### config.mk
export PLATFORM = sky130hd
export DESIGN_NAME = turbo_frame_ctrl
export DESIGN_NICKNAME = d
export VERILOG_FILES = /design/src/rtl/turbo_frame_ctrl.sv
export SDC_FILE = /design/constraint.sdc
export NUM_CORES = 1
export LEC_CHECK = 0
export CAP_MARGIN = 20
export CELL_PAD_IN_SITES_DETAIL_PLACEMENT = 0
export CELL_PAD_IN_SITES_GLOBAL_PLACEMENT = 2
export CORE_MARGIN = 2
export CORE_UTILIZATION = 42
export CTS_BUF_LIST = sky130_fd_sc_hd__clkbuf_4
export CTS_CLUSTER_SIZE = 16
export DETAILED_ROUTE_END_ITERATION = 8
export GPL_TIMING_DRIVEN = 0
export PLACE_DENSITY = 0.85
export SLEW_MARGIN = 20
export SYNTH_ARGS = -nofsm -noshare
export SYNTH_HDL_FRONTEND = slang
export SYNTH_SLANG_ARGS = --single-unit
### constraint.sdc
create_clock -name clk -period 3.8 [get_ports clk]
set_clock_uncertainty 0.1 [all_clocks]
set_input_delay 0.95 -clock clk [delete_from_list [all_inputs] [get_ports clk]]
set_output_delay 0.95 -clock clk [all_outputs]
set_load 0.01 [all_outputs]
### src/rtl/turbo_frame_ctrl.sv
// rtl/turbo_frame_ctrl.sv - frame sequencer driving two lock-step convolutional encoders for the turbo encoder
//
// Ports:
//   clk        clock, all logic on rising edge
//   reset      synchronous, active-high
//   in_data    frame byte; bit n of byte b is info bit 8*b+n
//   in_valid   source has a byte
//   in_ready   controller accepts a byte this cycle
//   out_sys    systematic bit
//   out_par1   encoder-1 parity (natural order)
//   out_par2   encoder-2 parity (interleaved order, pi(j) = P*j mod K)
//   out_tail   current triplet is a trellis-termination triplet
//   out_last   final triplet of the frame
//   out_valid  triplet valid
//   out_ready  sink accepts the triplet
//   busy       high while encoding or terminating

module turbo_frame_ctrl #(
    parameter int NBYTES = 5,
    parameter int P      = 7
) (
    input  logic       clk,
    input  logic       reset,
    input  logic [7:0] in_data,
    input  logic       in_valid,
    output logic       in_ready,
    output logic       out_sys,
    output logic       out_par1,
    output logic       out_par2,
    output logic       out_tail,
    output logic       out_last,
    output logic       out_valid,
    input  logic       out_ready,
    output logic       busy
);

    localparam int K  = 8 * NBYTES;
    localparam int KW = (K > 1) ? $clog2(K) : 1;
    localparam int BW = (NBYTES > 1) ? $clog2(NBYTES) : 1;

    localparam logic [KW-1:0] K_LAST = KW'(K - 1);
    localparam logic [KW:0]   K_EXT  = (KW + 1)'(K);
    localparam logic [KW:0]   P_EXT  = (KW + 1)'(P % K);
    localparam logic [BW-1:0] B_LAST = BW'(NBYTES - 1);

    typedef enum logic [1:0] {LOAD, ENCODE, TAIL} state_t;

    state_t state, state_next;

    logic [K-1:0]  frame_buf;
    logic [BW-1:0] byte_cnt;
    logic [KW-1:0] k;
    logic [KW-1:0] idx2;
    logic [1:0]    tail_cnt;
    logic          a1, b1, a2, b2;

    logic          accept;
    logic          step;
    logic          last_step;
    logic          u, v;
    logic [KW:0]   idx_sum;
    logic [KW-1:0] idx_next;

    // Interleaver address advances by P modulo K with a single conditional subtract.
    assign idx_sum  = {1'b0, idx2} + P_EXT;
    assign idx_next = (idx_sum >= K_EXT) ? KW'(idx_sum - K_EXT) : idx_sum[KW-1:0];

    always_comb begin
        state_next = state;
        accept     = 1'b0;
        step       = 1'b0;
        last_step  = 1'b0;
        u          = 1'b0;
        v          = 1'b0;
        in_ready   = 1'b0;
        busy       = 1'b0;
        case (state)
            LOAD: begin
                in_ready = !out_valid;
                accept   = in_valid && in_ready;
                // The k=0 step overlaps acceptance of the final byte so the first
                // triplet is registered on that same edge. pi(0)=0, so both encoders
                // take info bit 0, which lives in byte 0.
                if (accept && byte_cnt == B_LAST) begin
                    step       = 1'b1;
                    u          = (byte_cnt == '0) ? in_data[0] : frame_buf[0];
                    v          = u;
                    state_next = (K_LAST == '0) ? TAIL : ENCODE;
                end
            end
            ENCODE: begin
                busy = 1'b1;
                step = !out_valid || out_ready;
                u    = frame_buf[k];
                v    = frame_buf[idx2];
                if (step && k == K_LAST) begin
                    state_next = TAIL;
                end
            end
            TAIL: begin
                busy = 1'b1;
                if (tail_cnt != 2'd2) begin
                    step      = !out_valid || out_ready;
                    last_step = (tail_cnt == 2'd1);
                end else if (out_ready) begin
                    // Final triplet is being consumed.
                    state_next = LOAD;
                end
            end
            default: state_next = LOAD;
        endcase
    end

    always_ff @(posedge clk) begin
        if (reset) begin
            state <= LOAD;
        end else begin
            state <= state_next;
        end
    end

    // Frame storage carries no reset; it is fully rewritten before every use.
    always_ff @(posedge clk) begin
        if (accept) begin
            frame_buf[{byte_cnt, 3'b000} +: 8] <= in_data;
        end
    end

    always_ff @(posedge clk) begin
        if (reset) begin
            byte_cnt  <= '0;
            k         <= '0;
            idx2      <= '0;
            tail_cnt  <= '0;
            a1        <= 1'b0;
            b1        <= 1'b0;
            a2        <= 1'b0;
            b2        <= 1'b0;
            out_sys   <= 1'b0;
            out_par1  <= 1'b0;
            out_par2  <= 1'b0;
            out_tail  <= 1'b0;
            out_last  <= 1'b0;
            out_valid <= 1'b0;
        end else begin
            if (accept) begin
                byte_cnt <= (byte_cnt == B_LAST) ? '0 : byte_cnt + BW'(1);
            end
            if (step) begin
                out_sys   <= u;
                out_par1  <= u ^ a1 ^ b1;
                out_par2  <= v ^ a2 ^ b2;
                out_tail  <= (state == TAIL);
                out_last  <= last_step;
                out_valid <= 1'b1;
                b1        <= a1;
                a1        <= u;
                b2        <= a2;
                a2        <= v;
                if (state == TAIL) begin
                    tail_cnt <= tail_cnt + 2'd1;
                end else if (k == K_LAST) begin
                    k    <= '0;
                    idx2 <= '0;
                end else begin
                    k    <= k + KW'(1);
                    idx2 <= idx_next;
                end
            end else if (out_valid && out_ready) begin
                out_valid <= 1'b0;
                out_tail  <= 1'b0;
                out_last  <= 1'b0;
                tail_cnt  <= '0;
            end
        end
    end

endmodule
==> run_results.csv, run 1 <==
group,metric,value,unit
worst_setup_path,path_depth,6,
layout,postLayoutCoreUtil,48.1,%
detailed_routing,wl_met1,4170,µm
logic_synthesis,yosysUniqueCellTypes,51,
logic_synthesis,synth-edff-count,40,
detailed_routing,dr_wl_met3,375,µm
min_path,hold_class,"reg -> reg",
logic_synthesis,synth.area.top_cells,"edfxtp_1 (31%), dfxtp_1 (14%), mux4_2 (7.5%), and2_1 (7.4%), mux2i_1 (5.6%)",
placed_design,place_congestion,0.773,
logic_synthesis,ys_ff_latch,68,
detailed_routing,drc_errors,0,
logic_synthesis,seq_area_frac_synth,45.0,%
detailed_routing,via_count,2803,
sta,final.setup.tns,0,ps
floorplanning,io_pins,20,
worst_setup_path,worstPathArrival,3420,ps
detailed_routing,vias_per_cell,5.50,
global_route,grt-ovfl-total,0,
logic_synthesis,synth_top_area_share,30.7,%
clock_tree,cts_setup_buffers,0,
detailed_routing,top_layer,"met4",
global_route,antenna_found_initial,0,
layout,antenna_cells,0,
worst_setup_path,cp_top_family,"simple AND/OR/NAND/NOR gates",
logic_synthesis,syn_area,3910,µm²
logic_synthesis,synth_cells,365,
clock_tree,cts_buffers,9,
worst_setup_path,start_kind,"register",
logic_synthesis,synth_common_cells,"and2_1 (46), edfxtp_1 (40), nor2_1 (30)",
floorplanning,fp-row-count,35,
clock_tree,ctsHoldBuffers,0,
worst_setup_path,crit_required,3780,ps
floorplanning,die_h,101,µm
logic_synthesis,synthArstFlopShare,0,%
clock_tree,clock_sinks,68,
clock_tree,htree_levels,3,
logic_synthesis,synth_nets,392,
clock_tree,cts_tree,"yes",
logic_synthesis,synth_ff_type,"edfxtp_1",
clock_tree,ctsLongestPathBuffers,2,
detailed_routing,routedWlPerCell,17.6,µm
global_route,grt_pass1_wl,14600,µm
global_route,grt_max_degree,14,
detailed_routing,dr.pass1.iters,4,
clock_tree,clkSlewWorstSetupHoldPaths,130,ps
worst_setup_path,criticalPathCategory,"reg -> reg",
worst_setup_path,cp_max_fo,11,
sta,setup_viol,0,
logic_synthesis,synthMostInstantiatedCell,"and2_1",
sta,tightest_slew,876,ps
detailed_routing,ant_nets,0,
min_path,holdPathStages,2,
sta,rsz0062_at_grt,"false",
placed_design,portBuffers,18,
placed_design,dpl.hpwl,6630,µm
worst_setup_path,cp-startpoint,"byte_cnt[0]",
power,p_per_area,340,nW/µm²
worst_setup_path,cp-end-kind,"register",
detailed_routing,wl,8960,µm
power,ir_worst_vdd,0.279,mV
floorplanning,die_x,101,µm
worst_setup_path,critPathMaxStageDelay,640,ps
layout,drive_above_1_share,12.0,%
sta,max_slew_margin,41.5,%
sta,fmax,0.291,GHz
floorplanning,initial_utilization,42.7,%
sta,slew_viol_final,0,
worst_setup_path,rr_worst_depth,6,
run_status,status,"complete, no violations",
logic_synthesis,yosysTopAreaCell,"edfxtp_1",
detailed_routing,drt_iter0_markers,183,
min_path,min_from,"out_tail",
worst_setup_path,cpMaxStageDelayCell,"or4b_2",
floorplanning,core,9150,µm²
global_route,grt_use_total,19.3,%
job,maxCapViolations,0,
clock_tree,ctsResizeCount,0,
sta,period_share,90.4,%
sta,finalHoldViolCount,0,
global_route,first_global_vias,2783,
worst_setup_path,rr_startpoint,"byte_cnt[0]",
sta,holdWs,385,ps
clock_tree,clockRootBuffer,"clkbuf_4",
layout,layout.nets,421,
layout,area_delta_synth_final,12.5,%
power,p_leak,0.00145,µW
floorplanning,fp.dieArea,10100,µm²
worst_setup_path,cp_num_buf_inv,1,
worst_setup_path,path_cells,"inv_1 -> ha_1 -> ha_1 -> or4b_2 -> nor3_1 -> and2_1",
logic_synthesis,yosysWarnings,0,
clock_tree,clock_latency,410,ps
sta,final.min_clock_period,3440,ps
worst_setup_path,cpMostUsedCell,"ha_1",
logic_synthesis,synth.avg_cell_area,10.7,µm²
detailed_routing,met2_length,4250,µm
-- power breakdown --
part	switching [µW]	internal [µW]
clock	291	269
sequential	14.9	797
combinational	69.8	57.5
total	375	1120
-- state kept, by name, summed over array words and instances (netlist names), 2 cells and up --
| signal | flops |
|---|---|
| tail_cnt | 2 |
| state | 2 |
| k | 6 |
| byte_cnt | 3 |
| idx2 | 6 |
| frame_buf | 40 |
-- metrics by stage --
| step | cell area (µm²) | instances | total power [µW] | setup WS, ps |
|---|---|---|---|---|
| floorplan | 3910 | 365 | 906 | 886 |
| global placement | 4230 | 494 | 952 | 42.4 |
| detailed placement | 4240 | 494 | 954 | 454 |
| CTS | 4400 | 510 | 1510 | 380 |
| global route | 4400 | 510 | 1560 | 84.7 |
| finish | 4400 | 510 | 1500 | 363 |
-- cells in the final DEF, fill, tap and decap left out, types with 2 or more instances in the layout --
master / synthesis / routed
a211oi_1: 4 / 4
a21oi_1: 15 / 15
a221oi_1: 2 / 2
a2bb2oi_1: 4 / 4
a31oi_1: 4 / 4
a41oi_1: 2 / 2
and2_1: 46 / 46
and3_1: 3 / 3
and3b_1: 2 / 2
buf_1: 4 / 4
buf_2: 7 / 7
bufinv_16: 0 / 2
clkbuf_1: 9 / 9
clkbuf_4: 0 / 9
clkdlybuf4s50_1: 0 / 18
clkinvlp_4: 0 / 2
dfxtp_1: 28 / 28
edfxtp_1: 40 / 40
ha_1: 15 / 15
inv_1: 16 / 16
inv_6: 0 / 2
mux2_2: 5 / 5
mux2i_1: 22 / 22
mux4_2: 13 / 13
nand2_1: 19 / 19
nand2b_1: 4 / 4
nand3_1: 8 / 8
nand4_1: 3 / 3
nor2_1: 30 / 30
nor2b_1: 4 / 4
nor3_1: 6 / 6
nor3b_1: 2 / 2
o21ai_0: 11 / 11
o221ai_1: 2 / 2
o311a_1: 2 / 2
or3_1: 3 / 3
xnor2_1: 8 / 8
xor2_1: 3 / 3
-- routing by layer --
| metal | track usage [%] | vias up |
|---|---|---|
| li1 | - | 1386 |
| met1 | 26.0 | 1349 |
| met2 | 31.4 | 55 |
| met3 | 3.33 | 13 |
| met4 | 7.06 | 0 |
| met5 | 0 | - |
-- worst register-to-register path, stage by stage (launching register included) --
cell and delay (ps):
dfxtp_1 590, inv_1 180, ha_1 260, ha_1 300, or4b_2 640, nor3_1 570, and2_1 460
-- cells by family (layout without fill, tap and decap cells) --
logic type	after synthesis	in the layout	share of synthesized area, %
compound gates	58	58	10.4
xor+xnor	11	11	2.46
fa+ha+maj	15	15	4.80
buf+inv	37	71	3.97
flops	68	68	45.0
mux	40	40	14.6
simple gates	136	136	18.8
-- area by class of cell --
cell class	instances	area, µm²
buffer	21	95.1
sequential	68	1760
tap	111	139
clock inverter	7	97.6
multi-input combinational	260	2000
inverter	16	60.1
clock buffer	9	67.6
timing repair buffer	18	180
fill	865	4750
-- worst paths after layout --
check	endpoint	slack [ps]
setup / recovery	frame_buf[3]	360
hold / removal	out_tail	390
setup reg to reg	frame_buf[3]	360
hold reg to reg	out_tail	390
Note: power is estimated with default switching activity, not from simulation.
==> run 2, diff against run 1 <==
- ABC_CLOCK_PERIOD_IN_PS: not set -> 3800
==> results of run 2 <==
Same layout as run 1: the final DEF is identical, and so are final timing and power.
==> run 3, diff against run 2 <==
- CORE_ASPECT_RATIO: not set -> 1.4
- HOLD_SLACK_MARGIN: not set -> 0.12
- SETUP_SLACK_MARGIN: not set -> 0.1
==> run_results.csv, run 3 (same netlist as run 1, synthesis figures left out) <==
group,metric,value,unit
run_status,status,"complete, no violations",
sta,holdWs,381,ps
layout,ff_latch_area,1760,µm²
sta,period_share,85.2,%
layout,drive_above_1_share,12.3,%
layout,antenna_cells,0,
layout,mostFrequentLayoutCells,"and2_1 (46), edfxtp_1 (40), nor2_1 (30)",
global_route,grt_use_total,19.2,%
detailed_routing,wl,9060,µm
clock_tree,ctsResizeCount,0,
clock_tree,htree_levels,3,
layout,area_delta_synth_final,11.8,%
sta,final.min_clock_period,3240,ps
clock_tree,clock_latency,450,ps
sta,setup_viol,0,
worst_setup_path,reg2reg_slack,560,ps
layout,multi_input_area,2010,µm²
floorplanning,initial_utilization,43.3,%
worst_setup_path,criticalPathCategory,"reg -> reg",
global_route,grt_pass1_wl,14700,µm
detailed_routing,drc_errors,0,
power,p_leak,0.00144,µW
sta,finalHoldViolCount,0,
sta,tightest_slew,871,ps
detailed_routing,routedWlPerCell,17.9,µm
detailed_routing,dr.pass1.iters,4,
clock_tree,ctsLongestPathBuffers,2,
worst_setup_path,rr_worst_depth,6,
placed_design,dpl_cell_area,4230,µm²
worst_setup_path,r2r-end,"frame_buf[0]",
floorplanning,fp.dieArea,10100,µm²
sta,rsz0062_at_grt,"false",
min_path,min_from,"out_tail",
min_path,holdPathStages,2,
layout,fill_cells,844,
layout,top_register,"frame_buf",
clock_tree,ctsHoldBuffers,0,
min_path,hold_class,"reg -> reg",
global_route,grt-ovfl-total,0,
min_path,hold_end,"out_tail",
layout,layout.nets,421,
clock_tree,cts_buffers,9,
detailed_routing,vias_per_cell,5.50,
worst_setup_path,crit_required,3810,ps
worst_setup_path,cp-end-kind,"register",
global_route,first_global_vias,2765,
placed_design,place_congestion,0.803,
worst_setup_path,rr_startpoint,"byte_cnt[0]",
floorplanning,io_pins,20,
detailed_routing,via_count,2781,
power,ir_worst_vdd,0.277,mV
worst_setup_path,cp_max_fo,11,
placed_design,dpl.hpwl,6940,µm
layout,final_area,4370,µm²
job,maxCapViolations,0,
layout,mostFrequentLayoutCell,"and2_1",
power,p_per_area,323,nW/µm²
sta,final.setup.tns,0,ps
placed_design,portBuffers,18,
clock_tree,cts_setup_buffers,0,
clock_tree,clock_sinks,68,
detailed_routing,drt_iter0_markers,105,
floorplanning,fp-row-count,41,
floorplanning,die_x,85.6,µm
clock_tree,cts_tree,"yes",
layout,largest_reg_flops,40,
placed_design,placed_cells,490,
layout,reg_top3,"frame_buf x40, idx2 x6, k x6",
floorplanning,die_h,118,µm
worst_setup_path,start_kind,"register",
sta,fmax,0.309,GHz
global_route,grt_max_degree,13,
sta,max_slew_margin,41.8,%
clock_tree,clockRootBuffer,"clkbuf_4",
layout,postLayoutCoreUtil,48.4,%
global_route,antenna_found_initial,0,
sta,slew_viol_final,0,
layout,layoutNonFillerInstCount,506,
detailed_routing,ant_nets,0,
floorplanning,core,9030,µm²
clock_tree,clkSlewWorstSetupHoldPaths,120,ps
worst_setup_path,worstPathArrival,3240,ps
run 3: how the worst max path moves through the flow:
stage                     to         from  depth (start not counted)
2_1_floorplan  frame_buf[32]     in_valid                          4
3_3_place_gp   frame_buf[33]     in_valid                          5
3_5_place_dp    frame_buf[4]  byte_cnt[0]                          6
4_1_cts         frame_buf[0]  byte_cnt[0]                          6
5_1_grt         frame_buf[0]  byte_cnt[0]                          6
6_report        frame_buf[0]  byte_cnt[0]                          6
run 3: power breakdown:
part | switching, µW | internal (µW) | total [µW]
Sequential | 15.1 | 796 | 811
Clock | 279 | 196 | 475
Combinational | 70.0 | 57.9 | 128
Total | 364 | 1050 | 1410
run 3: through the flow:
step / total power, µW / setup WS (ps)
2_1_floorplan: 906 / 886
3_3_place_gp: 953 / 1.79
3_5_place_dp: 957 / 314
4_1_cts: 1420 / 270
5_1_grt: 1470 / 330
6_report: 1410 / 562
run 3: area by class of cell:
| class | instances | share of cell area (%) |
|---|---|---|
| Multi-Input combinational cell | 260 | 45.9 |
| Sequential cell | 68 | 40.3 |
| Timing Repair Buffer | 18 | 4.12 |
| Tap cell | 107 | 3.06 |
| Buffer | 21 | 2.17 |
| Clock buffer | 9 | 1.55 |
| Clock inverter | 7 | 1.55 |
| Inverter | 16 | 1.37 |
run 3: critical path, cell delays in order, from the launching register on:
cell     delay (ps)
dfxtp_1         590
inv_1           170
ha_1            260
ha_1            300
or4b_2          660
nor3_2          380
and2_1          440
run 3: layer usage:
metal	global-route usage, %	vias up	part of all wire, %
met5	0	-	0
met4	7.44	0	1.9
met1	23.0	1340	42
li1	-	1389	-
met2	33.8	37	54
met3	3.35	15	2.3
